--- src/rtl/easy_fifo_pkg.sv ---
// Shared helpers for the easy_fifo AXI-Stream blocks.
// Lane-counter sizing and lane decoding.
package easy_fifo_pkg;

   function automatic int cnt_width(input int ratio);
      int w;
      w = $clog2(ratio);
      return (w < 1) ? 1 : w;
   endfunction

   function automatic logic lane_hit(input int cnt, input int lane);
      return cnt == lane;
   endfunction

endpackage

--- src/rtl/axis_reg_slice.sv ---
// One-deep registered AXI-Stream slice.
// out_free tells the producer a new beat may be loaded this cycle.
module axis_reg_slice #(
   parameter int WIDTH = 1
) (
   input  logic             clk,
   input  logic             rst,
   input  logic [WIDTH-1:0] in_data,
   input  logic             in_valid,
   output logic             out_free,
   output logic [WIDTH-1:0] out_data,
   output logic             out_valid,
   input  logic             out_ready
);

   logic             valid_q, valid_d;
   logic [WIDTH-1:0] data_q, data_d;

   assign out_free  = ~valid_q | out_ready;
   assign out_valid = valid_q;
   assign out_data  = data_q;

   always_comb begin
      valid_d = valid_q;
      data_d  = data_q;
      if (out_free) begin
         valid_d = in_valid;
         if (in_valid) data_d = in_data;
      end
   end

   always_ff @(posedge clk or posedge rst) begin
      if (rst) begin
         valid_q <= 1'b0;
         data_q  <= '0;
      end else begin
         valid_q <= valid_d;
         data_q  <= data_d;
      end
   end

endmodule

--- src/rtl/easy_fifo_axis_upsizer.sv ---
// Packs RATIO narrow AXI-Stream beats into one wide beat.
// Early tlast flushes a partial word with per-lane tkeep.
module easy_fifo_axis_upsizer
   import easy_fifo_pkg::*;
#(
   parameter int DWIDTH = 32,
   parameter int RATIO  = 4
) (
   input  logic                     clk,
   input  logic                     rst,
   input  logic [DWIDTH-1:0]        s_axis_tdata,
   input  logic                     s_axis_tvalid,
   input  logic                     s_axis_tlast,
   output logic                     s_axis_tready,
   output logic [DWIDTH*RATIO-1:0]  m_axis_tdata,
   output logic [RATIO-1:0]         m_axis_tkeep,
   output logic                     m_axis_tlast,
   output logic                     m_axis_tvalid,
   input  logic                     m_axis_tready
);

   localparam int CW = cnt_width(RATIO);
   localparam int WW = DWIDTH * RATIO;
   localparam int SW = WW + RATIO + 1;

   logic [CW-1:0]    cnt_q, cnt_d;
   logic [WW-1:0]    acc_q, acc_d, word;
   logic [RATIO-1:0] keep_q, keep_d, word_keep, lane_oh;
   logic             out_free, accept, complete;
   logic [SW-1:0]    slice_in, slice_out;

   assign s_axis_tready = out_free & ~rst;
   assign accept        = s_axis_tvalid & s_axis_tready;
   assign complete      = accept &
                          (s_axis_tlast | (cnt_q == CW'(RATIO - 1)));

   // Word as it would look with the current beat merged in lane cnt.
   always_comb begin
      word = acc_q;
      for (int i = 0; i < RATIO; i++) begin
         lane_oh[i] = lane_hit(int'(cnt_q), i);
         if (lane_oh[i]) word[i*DWIDTH +: DWIDTH] = s_axis_tdata;
      end
      word_keep = keep_q | lane_oh;
   end

   always_comb begin
      cnt_d  = cnt_q;
      acc_d  = acc_q;
      keep_d = keep_q;
      if (complete) begin
         cnt_d  = '0;
         acc_d  = '0;
         keep_d = '0;
      end else if (accept) begin
         cnt_d  = cnt_q + 1'b1;
         acc_d  = word;
         keep_d = word_keep;
      end
   end

   always_ff @(posedge clk or posedge rst) begin
      if (rst) begin
         cnt_q  <= '0;
         acc_q  <= '0;
         keep_q <= '0;
      end else begin
         cnt_q  <= cnt_d;
         acc_q  <= acc_d;
         keep_q <= keep_d;
      end
   end

   assign slice_in = {s_axis_tlast, word_keep, word};

   axis_reg_slice #(
      .WIDTH (SW)
   ) u_out (
      .clk       (clk),
      .rst       (rst),
      .in_data   (slice_in),
      .in_valid  (complete),
      .out_free  (out_free),
      .out_data  (slice_out),
      .out_valid (m_axis_tvalid),
      .out_ready (m_axis_tready)
   );

   assign {m_axis_tlast, m_axis_tkeep, m_axis_tdata} = slice_out;

endmodule

--- config.mk ---
export PLATFORM = sky130hd
export DESIGN_NAME = easy_fifo_axis_upsizer
export DESIGN_NICKNAME = d
export VERILOG_FILES = /design/src/rtl/easy_fifo_pkg.sv /design/src/rtl/axis_reg_slice.sv /design/src/rtl/easy_fifo_axis_upsizer.sv
export SDC_FILE = /design/constraint.sdc
export NUM_CORES = 1
export LEC_CHECK = 0
export BUFFER_PORTS_ARGS = -buffer_cell sky130_fd_sc_hd__buf_2
export CORE_MARGIN = 4
export CORE_UTILIZATION = 57
export DETAILED_ROUTE_END_ITERATION = 10
export GPL_TIMING_DRIVEN = 0
export PLACE_DENSITY_LB_ADDON = 0.05
export SLEW_MARGIN = 15
export SYNTH_ARGS = -nofsm -noshare
export SYNTH_HDL_FRONTEND = slang
export SYNTH_SLANG_ARGS = --single-unit
--- constraint.sdc ---
create_clock -name clk -period 13.5 [get_ports clk]
set_input_delay 2.7 -clock clk [delete_from_list [all_inputs] [get_ports clk]]
set_output_delay 2.7 -clock clk [all_outputs]
set_load 0.02 [all_outputs]
# Yosys cells after proc, flatten, opt, wreduce, memory -nomap -nowiden
# Index checks and enable logic that the tools add are counted.
dict set report op_classes {
  n_addsub 1
  n_eq_ne 4
  mux 10
  n_bitwise 8
  n_reduce_logical 3
}
# cell count
set op_table {}
lappend op_table {{128-bit two-way mux} 2}
lappend op_table {{32-bit two-way mux} 4}
lappend op_table {{4-bit two-way mux} 2}
lappend op_table {{2-bit equality test, second input constant} 3}
lappend op_table {{2-bit two-way mux} 2}
lappend op_table {{4-bit bitwise OR} 1}
lappend op_table {{1-bit bitwise AND} 3}
lappend op_table {{2-bit by 1-bit adder with 2-bit output, second input constant} 1}
lappend op_table {{2-bit by 1-bit equality test with 1-bit output, second input constant} 1}
lappend op_table {{2-bit logical NOT} 1}
lappend op_table {{1-bit inverter} 2}
lappend op_table {{1-bit bitwise OR} 2}
lappend op_table {{2-bit AND reduction} 1}
lappend op_table {{2-bit nonzero test} 1}
dict set report totals {
  regBits 268
  out_inout_bits 135
}

# Depth between registers and ports, before layout
# Gate-level depths: netlist of the first run.
dict set report depth {
  depth_word 6
  ltp_mapped 9
}

# Cells and area by module
# From an unflattened synthesis of the first run, not the netlist that was laid out.
dict set report unflattened {
  hier_cells 741
  hier_area_um2 11478.5
}
# module n_inst cells_per_inst area_each_um2 seq_area_each_um2
set modules_own_cells {}
lappend modules_own_cells {easy_fifo_axis_upsizer 1 456 6214.7 3353.2}
lappend modules_own_cells {axis_reg_slice 1 285 5263.8 3353.2}

# Worst setup path after synthesis of the first run
# OpenSTA, ideal clock, no wires.
dict set report synth_path {
  path_kind {input-to-output}
  startpoint {input port rst}
  endpoint {output port s_axis_tready}
  arrival_ps 8932
  slack_ps 1868
  path_stages 2
  path_buffers 0
  path_cell_list {inv_1 and2_1}
}
dict set report synth_via {
  elab_chain_len 2
}
# element line
set synth_rtl {}
lappend synth_rtl {{start: declaration} easy_fifo_axis_upsizer.sv:10} ;# input logic rst,
lappend synth_rtl {{1-bit inverter} easy_fifo_axis_upsizer.sv:32} ;# assign s_axis_tready = out_free & ~rst;
lappend synth_rtl {{1-bit bitwise AND} easy_fifo_axis_upsizer.sv:32}
lappend synth_rtl {{end: declaration} easy_fifo_axis_upsizer.sv:14} ;# output logic s_axis_tready,
# Every way passes these cells.

# Worst setup path in the final report of the first run
dict set report layout_path {
  startpoint {input port m_axis_tready}
  endpoint {output port s_axis_tready}
}
dict set report layout_via {
  elab_chain_len 2
}
# element line
set layout_rtl {}
lappend layout_rtl {{start: declaration} easy_fifo_axis_upsizer.sv:19} ;# input logic m_axis_tready
lappend layout_rtl {{1-bit bitwise OR} axis_reg_slice.sv:19} ;# assign out_free = ~valid_q | out_ready;
lappend layout_rtl {{1-bit bitwise AND} easy_fifo_axis_upsizer.sv:32}
# Every way passes these cells.

==> results of run 1 <==
-- final cells by class --
class	count	area (µm²)	share of cell area, %
clock buffer	45	855.8	6.270
clock inverter	6	105.1	0.7700
buffer	102	478.0	3.502
timing repair buffer	173	910.9	6.673
inverter	3	18.77	0.1375
sequential	268	6706	49.13
multi-input combinational	555	4243	31.08
tap	265	331.6	2.429
-- layer usage --
layer  vias up  global-route usage, %
met5         -                      0
li1       3895                      -
met2       396                  45.09
met1      4521                  42.50
met3        75                  4.300
met4         0                  10.20
-- worst paths after layout --
path                                    start             to  slack (ns)  cells past startpoint
worst min-delay path               acc_q[122]     acc_q[122]        0.48                      1
max in group asynchronous                 rst      acc_q[16]       10.41                      3
min in group asynchronous                 rst     acc_q[126]        2.20                      2
worst max-delay path            m_axis_tready  s_axis_tready        6.14                      7
worst max register to register       cnt_q[0]       acc_q[7]       10.96                      7
worst min register to register     acc_q[122]     acc_q[122]        0.48                      1
-- critical path, cell delays in order --
cell and delay [ns]:
buf_2 0.07, nand2b_1 0.19, buf_2 0.27, clkbuf_1 0.58, clkbuf_1 0.50, and2_1 0.19, buf_2 0.16
-- report_power, final --
group          total [mW]  switching (mW)  leakage (nW)  internal, mW
registers            1.08           0.109          3.38         0.973
logic               0.734           0.460          2.33         0.274
clock network       0.805           0.316         0.472         0.489
total                2.62           0.885          6.18          1.74
-- synth_stat cells (2+ instances only) --
cell        n  area (µm²)
inv_1       3       11.26
nand3_1     3       15.01
nand4_1     2       12.51
a21oi_1    81       405.4
dfrtp_1   268        6706
nor2_1      7       26.28
o21ai_0     2       10.01
buf_2      28       140.1
and2_1     35       219.0
mux2i_1   128        1281
buf_1       3       11.26
ha_1        4       50.05
a22o_1     97       849.6
o211ai_2    2       25.02
a31oi_1   134       838.3
clkbuf_1   63       236.5
buf_6       8       90.09
a21oi_2    50       437.9
and4_1      3       26.28
-- kinds of logic (layout without fill, tap and decap cells) --
kind of cell    count (synthesis)  count (layout)  share of synthesized area (%)
flops                         268             268                          58.63
buf+inv                       105             329                          4.277
simple gates                   55              55                          2.866
fa+ha+maj                       4               4                         0.4376
mux                           128             128                          11.20
compound gates                368             368                          22.59
-- registers in the layout (all words and copies together) (netlist names) --
signal	flops
cnt_q	2
acc_q	128
u_out.out_valid	1
keep_q	4
u_out.out_data	133
-- layout by cell type, fill, tap and decap left out, types with 3 or more instances in the layout --
| cell type | count |
|---|---|
| dfrtp_1 | 268 |
| buf_2 | 199 |
| a31oi_1 | 134 |
| mux2i_1 | 128 |
| a22o_1 | 97 |
| a21oi_1 | 81 |
| clkbuf_1 | 72 |
| a21oi_2 | 50 |
| and2_1 | 35 |
| clkbuf_16 | 29 |
| buf_6 | 8 |
| nor2_1 | 7 |
| clkbuf_8 | 7 |
| ha_1 | 4 |
| buf_1 | 3 |
| nand3_1 | 3 |
| and4_1 | 3 |
| bufinv_16 | 3 |
| clkinv_2 | 3 |
==> run metrics, run 1 <==
CTS sink cnt=268; I/O Pins=172; Longest Clk Path Bufs=3; top layer reached by signal wires=met4; met3 layer wire length in the routed design=2456 µm; net total in the final layout=1,173; pwr/cell area=192.0 nW/µm²; Vias per Instance=6.272; instance count of the mapped netlist=928; fin crit period=7.365 ns; LEAKAGE=6.180 nW; Port Buffer Count=171; flip-flop and latch count after synthesis=268; share of layout cells above drive strength 1=26.39%; EDFF count, synth=0; largest net degree at the start of global routing=112; instance area at placement=12,690 µm²; top_reg_cell synth=dfrtp_1; full die area=22,400 µm²; first drt pass iteration count=5; unrepaired setup endpoints after global routing=false; total nets after synthesis=969; Global Route Usage Sum=29.10%; CP Capture Type=output pin; post-route setup TNS=0 ns; period utilisation layout=54.55%; sum of met2 wire segment lengths after detailed routing=15,230 µm; total chip power=2.620 mW; Final Routed Wirelength=32,620 µm; YS warnings=0; diode count=0; Core ar.=19,590 µm²; Final setup viols=0; number of filler instances in the final layout=1,497; total of hold buffers inserted after clock tree synthesis=0; Num CTS Buffers=29; non-filler instance count after layout=1,417; clock transition at the registers of the reported paths=0.05 ns; first-pass GRT wire length=50,800 µm; number of hold violations in the final report=0; path type of the worst setup path=in -> out; final HPWL from detailed placement=22,270 µm; remaining design rule violation count=0; Cell Area, Synth=11,440 µm²; Clock Tree Root=clkbuf_16; antenna viol nets, final=0; synthesized area per cell=12.33 µm²; post-route cell area=13,650 µm²; pre-CTS setup slack=6.190 ns; clk_lat worst skew=0.54 ns; DIE WIDTH=149.7 µm; utilization of the core after routing=69.67%; via total after detailed routing=8,887; maximum fanout encountered on the critical timing path=10; timing-limited maximum frequency=0.1358 GHz; required arrival time at the worst endpoint=10.80 ns; Placed Cells=1,366; number of antenna violations at the first check in global routing=0; outcome=complete, no violations; highest ir drop seen on vdd=0.1197 mV; Post-CTS Setup Bufs=0; crit path launch type=input port; number of placement rows=51; register area share after synthesis=58.63%; met1 WL=13,690 µm; setup clock skew after layout=0.01431 ns; Gates resized, CTS repair=0; distinct cell type count of the synthesized netlist=26; height of the die=149.7 µm; count of H-tree levels built during CTS=1; total congestion overflow after global routing=0; slew of the pin with the lowest slew margin=0.8781 ns; final worst hold slack=0.4837 ns; via count of the first global-routing pass=8,909; DRC marker count from the first detailed-route iteration=866; worst hold path type=reg -> reg; final slew viol count=0; clock tree from TritonCTS=built; Slew headroom=41.46%; Setup WS post-layout=6.135 ns; Starting Density=58.39%; last weighted congestion value of the routability-driven placer=0.8563; max-capacitance violation count=0; fraction of registers with async set/reset=100.0%; post-synthesis to final-layout area growth=19.33%; Worst Path Arrival=4.66 ns; per-cell routed wire length=23.02 µm
No activity file was read; power rests on OpenSTA's default activity.
==> run 2, diff against run 1 <==
--- a/config.mk
+++ b/config.mk
@@ -7,7 +7,7 @@
 export LEC_CHECK = 0
 export BUFFER_PORTS_ARGS = -buffer_cell sky130_fd_sc_hd__buf_2
 export CORE_MARGIN = 4
-export CORE_UTILIZATION = 57
+export CORE_UTILIZATION = 51
 export DETAILED_ROUTE_END_ITERATION = 10
 export GPL_TIMING_DRIVEN = 0
 export PLACE_DENSITY_LB_ADDON = 0.05
==> constraint.sdc (replaced) <==
create_clock -name clk -period 6.45 [get_ports clk]
set_input_delay 1.29 -clock clk [delete_from_list [all_inputs] [get_ports clk]]
set_output_delay 1.29 -clock clk [all_outputs]
set_load 0.02 [all_outputs]
==> run 2 against run 1 <==
Final area rose by 1.5%. Setup slack worse by 4.1 ns. Clock power increased by 110%. Via count decreased by 0.78%. Critical path type unchanged. Critical endpoint unchanged. Largest cell class unchanged.
==> run metrics, run 2 (same netlist as run 1, synthesis figures left out) <==
Core ar.=21,960 µm² (+12%); remaining design rule violation count=0 (unchanged); critical path cell sequence=buf_2, nand2b_1, buf_2, clkbuf_1, clkbuf_1, and2_1, buf_2; full die area=24,890 µm² (+11%); clock transition at the registers of the reported paths=0.05 ns (about the same); total of hold buffers inserted after clock tree synthesis=0 (unchanged); DIE WIDTH=157.8 µm (+5.4%); timing-limited maximum frequency=0.2279 GHz; share of layout cells above drive strength 1=27.13% (+0.74 points); met1 WL=15,150 µm (+11%); Starting Density=52.09% (-6.3 points); number of placement rows=54 (+5.9%); number of hold violations in the final report=0 (unchanged); Setup WS post-layout=2.063 ns (-4.072 ns); final slew viol count=0 (unchanged); outcome=complete, no violations; final worst hold slack=0.4827 ns (-0.0009920 ns); Largest register FFs=133 (unchanged); DRC marker count from the first detailed-route iteration=593 (-32%); antenna viol nets, final=0 (unchanged); Clock Tree Root=clkbuf_16; Slew headroom=29.85% (-12 points); sum of met2 wire segment lengths after detailed routing=15,600 µm (+2.5%); Vias per Instance=6.119 (-2.4%); clock tree from TritonCTS=built; path type of the worst setup path=in -> out; Placed Cells=1,389 (+1.7%); CP Capture Type=output pin; Final setup viols=0 (unchanged); master of the slowest instance on the critical path=clkbuf_1; per-cell routed wire length=23.14 µm (+0.51%); clk_lat worst skew=0.55 ns (about the same); worst hold path type=reg -> reg; maximum fanout encountered on the critical timing path=10 (unchanged); Post-CTS Setup Bufs=0 (unchanged); cell type group with the largest total delay on the critical path=buffers and inverters; post-synthesis to final-layout area growth=21.14%; LEAKAGE=6.262 nW (+1.3%); number of filler instances in the final layout=1,755 (+17%); first-pass GRT wire length=52,080 µm (+2.5%); via total after detailed routing=8,818 (-0.78%); number of antenna violations at the first check in global routing=0 (unchanged); Num CTS Buffers=29 (unchanged); via count of the first global-routing pass=8,725 (-2.1%); I/O Pins=172 (unchanged); slew of the pin with the lowest slew margin=1.052 ns (+0.1742 ns); count of H-tree levels built during CTS=1 (unchanged); final HPWL from detailed placement=23,710 µm (+6.5%); largest net degree at the start of global routing=32 (-71%); total chip power=5.517 mW (+110%); Port Buffer Count=171 (unchanged); total congestion overflow after global routing=0 (unchanged); unrepaired setup endpoints after global routing=false; Global Route Usage Sum=26.94% (-2.2 points); diode count=0 (unchanged); period utilisation layout=68.02%; pwr/cell area=398.1 nW/µm² (+110%); Worst Path Arrival=3.10 ns (-1.56 ns); max-capacitance violation count=0 (unchanged); Final Routed Wirelength=33,350 µm (+2.2%); fin crit period=4.387 ns; height of the die=157.8 µm (+5.4%); leading cell types in the layout, fill and taps excluded=268 x dfrtp_1, 199 x buf_2, 134 x a31oi_1, 128 x mux2i_1, 97 x a22o_1; top layer reached by signal wires=met4; most common library cell in the layout ignoring fill and taps=dfrtp_1; CTS sink cnt=268 (unchanged); post-route setup TNS=0 ns (unchanged); required arrival time at the worst endpoint=5.16 ns (-5.64 ns); sequential cell area=6706 µm² (unchanged); footprint of the multi-input gates=4243 µm² (unchanged); last weighted congestion value of the routability-driven placer=0.8282 (-3.3%); first drt pass iteration count=5 (unchanged); net total in the final layout=1,181 (+0.68%); buffers and inverters on the worst path=5 (unchanged); Gates resized, CTS repair=0 (unchanged); crit path launch type=input port; met3 layer wire length in the routed design=1922 µm (-22%); non-filler instance count after layout=1,441 (+1.7%); biggest cell delay along the critical path=0.48 ns (-0.10 ns); pre-CTS setup slack=2.080 ns (-4.110 ns); highest ir drop seen on vdd=0.2417 mV (+100%); Longest Clk Path Bufs=3 (unchanged); Most Frequent Cell on Critical Path=buf_2; setup clock skew after layout=0.02594 ns (+0.01162 ns)
[run 2: power breakdown]
group / total, mW / switching, mW / internal, mW
registers: 2.26 / 0.227 / 2.04
logic: 1.55 / 0.968 / 0.584
clock network: 1.70 / 0.674 / 1.03
[run 2: layout make-up]
class / count / share of cell area [%]
Buffer: 102 / 3.449
Tap cell: 280 / 2.528
Clock buffer: 43 / 6.122
Timing Repair Buffer: 181 / 7.783
Sequential cell: 268 / 48.40
Inverter: 3 / 0.1084
Multi-Input combinational cell: 555 / 30.62
Clock inverter: 9 / 0.9932
[run 2: stage by stage]
step | instance area (µm²) | utilization, %
2_1_floorplan | 11440 | -
3_3_place_gp | 12650 | 57.60
3_5_place_dp | 12870 | 58.62
4_1_cts | 13860 | 63.11
5_1_grt | 13860 | 63.11
6_report | 13860 | 63.11
[run 2: worst register-to-register path: cells and delay by family (launching register included)]
| family | cells | cell delay (ns) |
|---|---|---|
| buffers and inverters | 3 | 0.96 |
| adder cells (fa/ha/maj) | 1 | 0.21 |
| AND/OR/NAND/NOR | 2 | 0.48 |
| flip-flops | 1 | 0.40 |
| AO/OA/AOI/OAI | 1 | 0.25 |
[run 2: routing by layer]
layer	track usage [%]	vias to the layer above
met2	42.36	311
met5	0	-
met3	4.019	45
li1	-	3932
met4	5.817	0
met1	40.20	4530
[run 2: final timing paths]
kind / from / endpoint / slack, ns / cells past startpoint
min in group asynchronous: rst / u_out.out_data[126] / 0.81 / 2
worst min-delay path: acc_q[120] / acc_q[120] / 0.48 / 1
worst max register to register: cnt_q[0] / acc_q[7] / 4.08 / 7
worst min register to register: acc_q[120] / acc_q[120] / 0.48 / 1
worst max-delay path: m_axis_tready / s_axis_tready / 2.06 / 7
max in group asynchronous: rst / u_out.out_data[51] / 4.44 / 6
==> run 3, diff against run 2 <==
--- a/config.mk
+++ b/config.mk
@@ -5,9 +5,10 @@
 export SDC_FILE = /design/constraint.sdc
 export NUM_CORES = 1
 export LEC_CHECK = 0
+export ABC_AREA = 1
 export BUFFER_PORTS_ARGS = -buffer_cell sky130_fd_sc_hd__buf_2
 export CORE_MARGIN = 4
-export CORE_UTILIZATION = 51
+export CORE_UTILIZATION = 58
 export DETAILED_ROUTE_END_ITERATION = 10
 export GPL_TIMING_DRIVEN = 0
 export PLACE_DENSITY_LB_ADDON = 0.05
==> constraint.sdc (replaced) <==
create_clock -name clk -period 4.4 [get_ports clk]
set_input_delay 0.88 -clock clk [delete_from_list [all_inputs] [get_ports clk]]
set_output_delay 0.88 -clock clk [all_outputs]
set_load 0.02 [all_outputs]
==> run 3 against run 2 <==
Sequential cell count is the same. Highest routed layer unchanged. Global-route usage grew 3.8 points. Non-clock buffer count grew 18.
==> run metrics, run 3 <==
outcome=complete, no violations; Core ar.=22,570 µm² (+2.8%); clk_lat worst skew=0.55 ns (about the same); most common library cell in the layout ignoring fill and taps=nand2_1; post-synthesis to final-layout area growth=18.51%; total congestion overflow after global routing=0 (unchanged); first-pass GRT wire length=62,890 µm (+21%); EDFF count, synth=0 (unchanged); period utilisation layout=66.37%; count of H-tree levels built during CTS=1 (unchanged); share of layout cells above drive strength 1=15.82% (-11 points); register area share after synthesis=50.60% (-8.0 points); via total after detailed routing=12,310 (+40%); Global Route Usage Sum=30.71% (+3.8 points); number of antenna violations at the first check in global routing=0 (unchanged); antenna viol nets, final=0 (unchanged); net total in the final layout=2,104 (+78%); unrepaired setup endpoints after global routing=false; CP Capture Type=output pin; setup clock skew after layout=0.01478 ns (-0.01115 ns); final slew viol count=0 (unchanged); total nets after synthesis=1,893 (+95%); LEAKAGE=9.612 nW (+54%); worst hold path type=in -> async; highest ir drop seen on vdd=0.3811 mV (+58%); main area contributors after synthesis=dfrtp_1 51%, nand2_1 30%, inv_1 6.6%; max-capacitance violation count=0 (unchanged); Clock Tree Root=clkbuf_16; Starting Density=58.71% (+6.6 points); Port Buffer Count=170 (-0.58%); height of the die=159.2 µm (+0.89%); pre-CTS setup slack=1.359 ns (-0.7211 ns); clock tree from TritonCTS=built; maximum fanout encountered on the critical timing path=10 (unchanged); pwr/cell area=525.4 nW/µm² (+32%); diode count=0 (unchanged); Num CTS Buffers=29 (unchanged); CTS sink cnt=268 (unchanged); distinct cell type count of the synthesized netlist=20 (-23%); Longest Clk Path Bufs=3 (unchanged); leading cell types in the layout, fill and taps excluded=1,045 x nand2_1, 268 x dfrtp_1, 232 x inv_1, 219 x buf_2, 129 x nand4_1; instance count of the mapped netlist=1,852 (+100%); last weighted congestion value of the routability-driven placer=0.9262 (+12%); Final Routed Wirelength=38,820 µm (+16%); total chip power=8.252 mW (+50%); slew of the pin with the lowest slew margin=0.6168 ns (-0.4355 ns); Largest register FFs=133 (unchanged); top_reg_cell synth=dfrtp_1; final HPWL from detailed placement=28,260 µm (+19%); crit path launch type=input port; fraction of registers with async set/reset=100.0% (unchanged); full die area=25,330 µm² (+1.8%); number of hold violations in the final report=0 (unchanged); non-filler instance count after layout=2,371 (+65%); path type of the worst setup path=in -> out; Vias per Instance=5.192 (-15%); leading cell type by number of instances after synthesis=nand2_1; Synth top cells by count=1,045 x nand2_1, 268 x dfrtp_1, 233 x inv_1, 129 x nand4_1, 64 x buf_2; cell type with the highest aggregate area in the netlist=dfrtp_1; Setup WS post-layout=1.480 ns (-0.5829 ns); total of hold buffers inserted after clock tree synthesis=0 (unchanged); Gates resized, CTS repair=0 (unchanged); Worst Path Arrival=2.04 ns (-1.06 ns); Cell Area, Synth=13,250 µm² (+16%); synthesized area per cell=7.156 µm² (-42%); Post-CTS Setup Bufs=0 (unchanged); clock transition at the registers of the reported paths=0.06 ns (about the same); I/O Pins=172 (unchanged); first drt pass iteration count=5 (unchanged); instance area at placement=14,810 µm² (+15%); DRC marker count from the first detailed-route iteration=1,035 (+75%); per-cell routed wire length=16.37 µm (-29%); Placed Cells=2,317 (+67%); Final setup viols=0 (unchanged); via count of the first global-routing pass=11,960 (+37%); required arrival time at the worst endpoint=3.52 ns (-1.64 ns); flip-flop and latch count after synthesis=268 (unchanged); YS warnings=0 (unchanged); timing-limited maximum frequency=0.3425 GHz; number of placement rows=55 (+1.9%); top-area cell type share of the netlist area=50.60% (-8.0 points); DIE WIDTH=159.2 µm (+0.89%); largest net degree at the start of global routing=35 (+9.4%); post-route cell area=15,710 µm² (+13%); fin crit period=2.920 ns; Slew headroom=58.88% (+29 points); remaining design rule violation count=0 (unchanged); final worst hold slack=0.3509 ns (-0.1317 ns)
[run 3: changes by cell type in the layout (fill, tap and decap cells not counted), sizes merged, moves of 97 or more]
| cell | change |
|---|---|
| mux2i | -128 |
| nand4 | +128 |
| a22o | -97 |
| a21oi | -130 |
| a31oi | -134 |
| inv | +233 |
| nand2 | +1045 |
[run 3: layout make-up]
type / instances / area (µm²)
fillers: 1923 / 6865
flip-flops and latches: 268 / 6706
multi-input cells: 1227 / 5046
repair buffers: 180 / 1074
inverters: 236 / 889.6
clock buffers: 41 / 800.8
plain buffers: 121 / 734.5
well taps: 285 / 356.6
clock inverters: 13 / 98.84
[run 3: worst max-delay path, cell delays in order]
cell and delay, ns:
buf_2 0.11, inv_1 0.06, a21oi_1 0.31, clkbuf_1 0.41, buf_2 0.26
[run 3: cells by family (layout without fill, tap and decap cells)]
logic type	Yosys count	count (layout)	synth area share, %
flip-flops	268	268	50.60
buffers and inverters	357	591	11.51
adder cells (fa/ha/maj)	4	4	0.3777
AO/OA/AOI/OAI	4	4	0.1510
AND/OR/NAND/NOR	1219	1219	37.36
[run 3: layer usage]
| layer | up-vias | track usage (%) | wire length (µm) |
|---|---|---|---|
| met5 | - | 0 | 0 |
| met4 | 0 | 11.52 | 1720 |
| met3 | 102 | 4.867 | 3375 |
| met2 | 508 | 48.41 | 17300 |
| met1 | 5710 | 43.41 | 16430 |
| li1 | 5990 | - | - |
[run 3: metrics by stage]
stage	utilization [%]	setup TNS, ns
floorplan	-	-410.32
global placement	64.61	-1572.45
detailed placement	65.60	0
CTS	69.58	0
global route	69.58	0
finish	69.58	0
[run 3: final timing paths]
kind	start	to	slack (ns)	depth (start not counted)
min reg2reg	u_out.out_data[47]	u_out.out_data[47]	0.46	2
min	rst	acc_q[102]	0.35	2
max reg2reg	cnt_q[1]	u_out.out_data[5]	2.43	8
max in group asynchronous	rst	u_out.out_data[49]	2.94	6
min in group clk	u_out.out_data[47]	u_out.out_data[47]	0.46	2
max	m_axis_tready	s_axis_tready	1.48	5
[run 3: where the power goes]
| group | leakage [nW] | switching, mW | internal (mW) |
|---|---|---|---|
| combinational | 5.81 | 1.79 | 0.831 |
| clock | 0.444 | 0.994 | 1.33 |
| sequential | 3.36 | 0.300 | 3.01 |
| total | 9.61 | 3.08 | 5.17 |
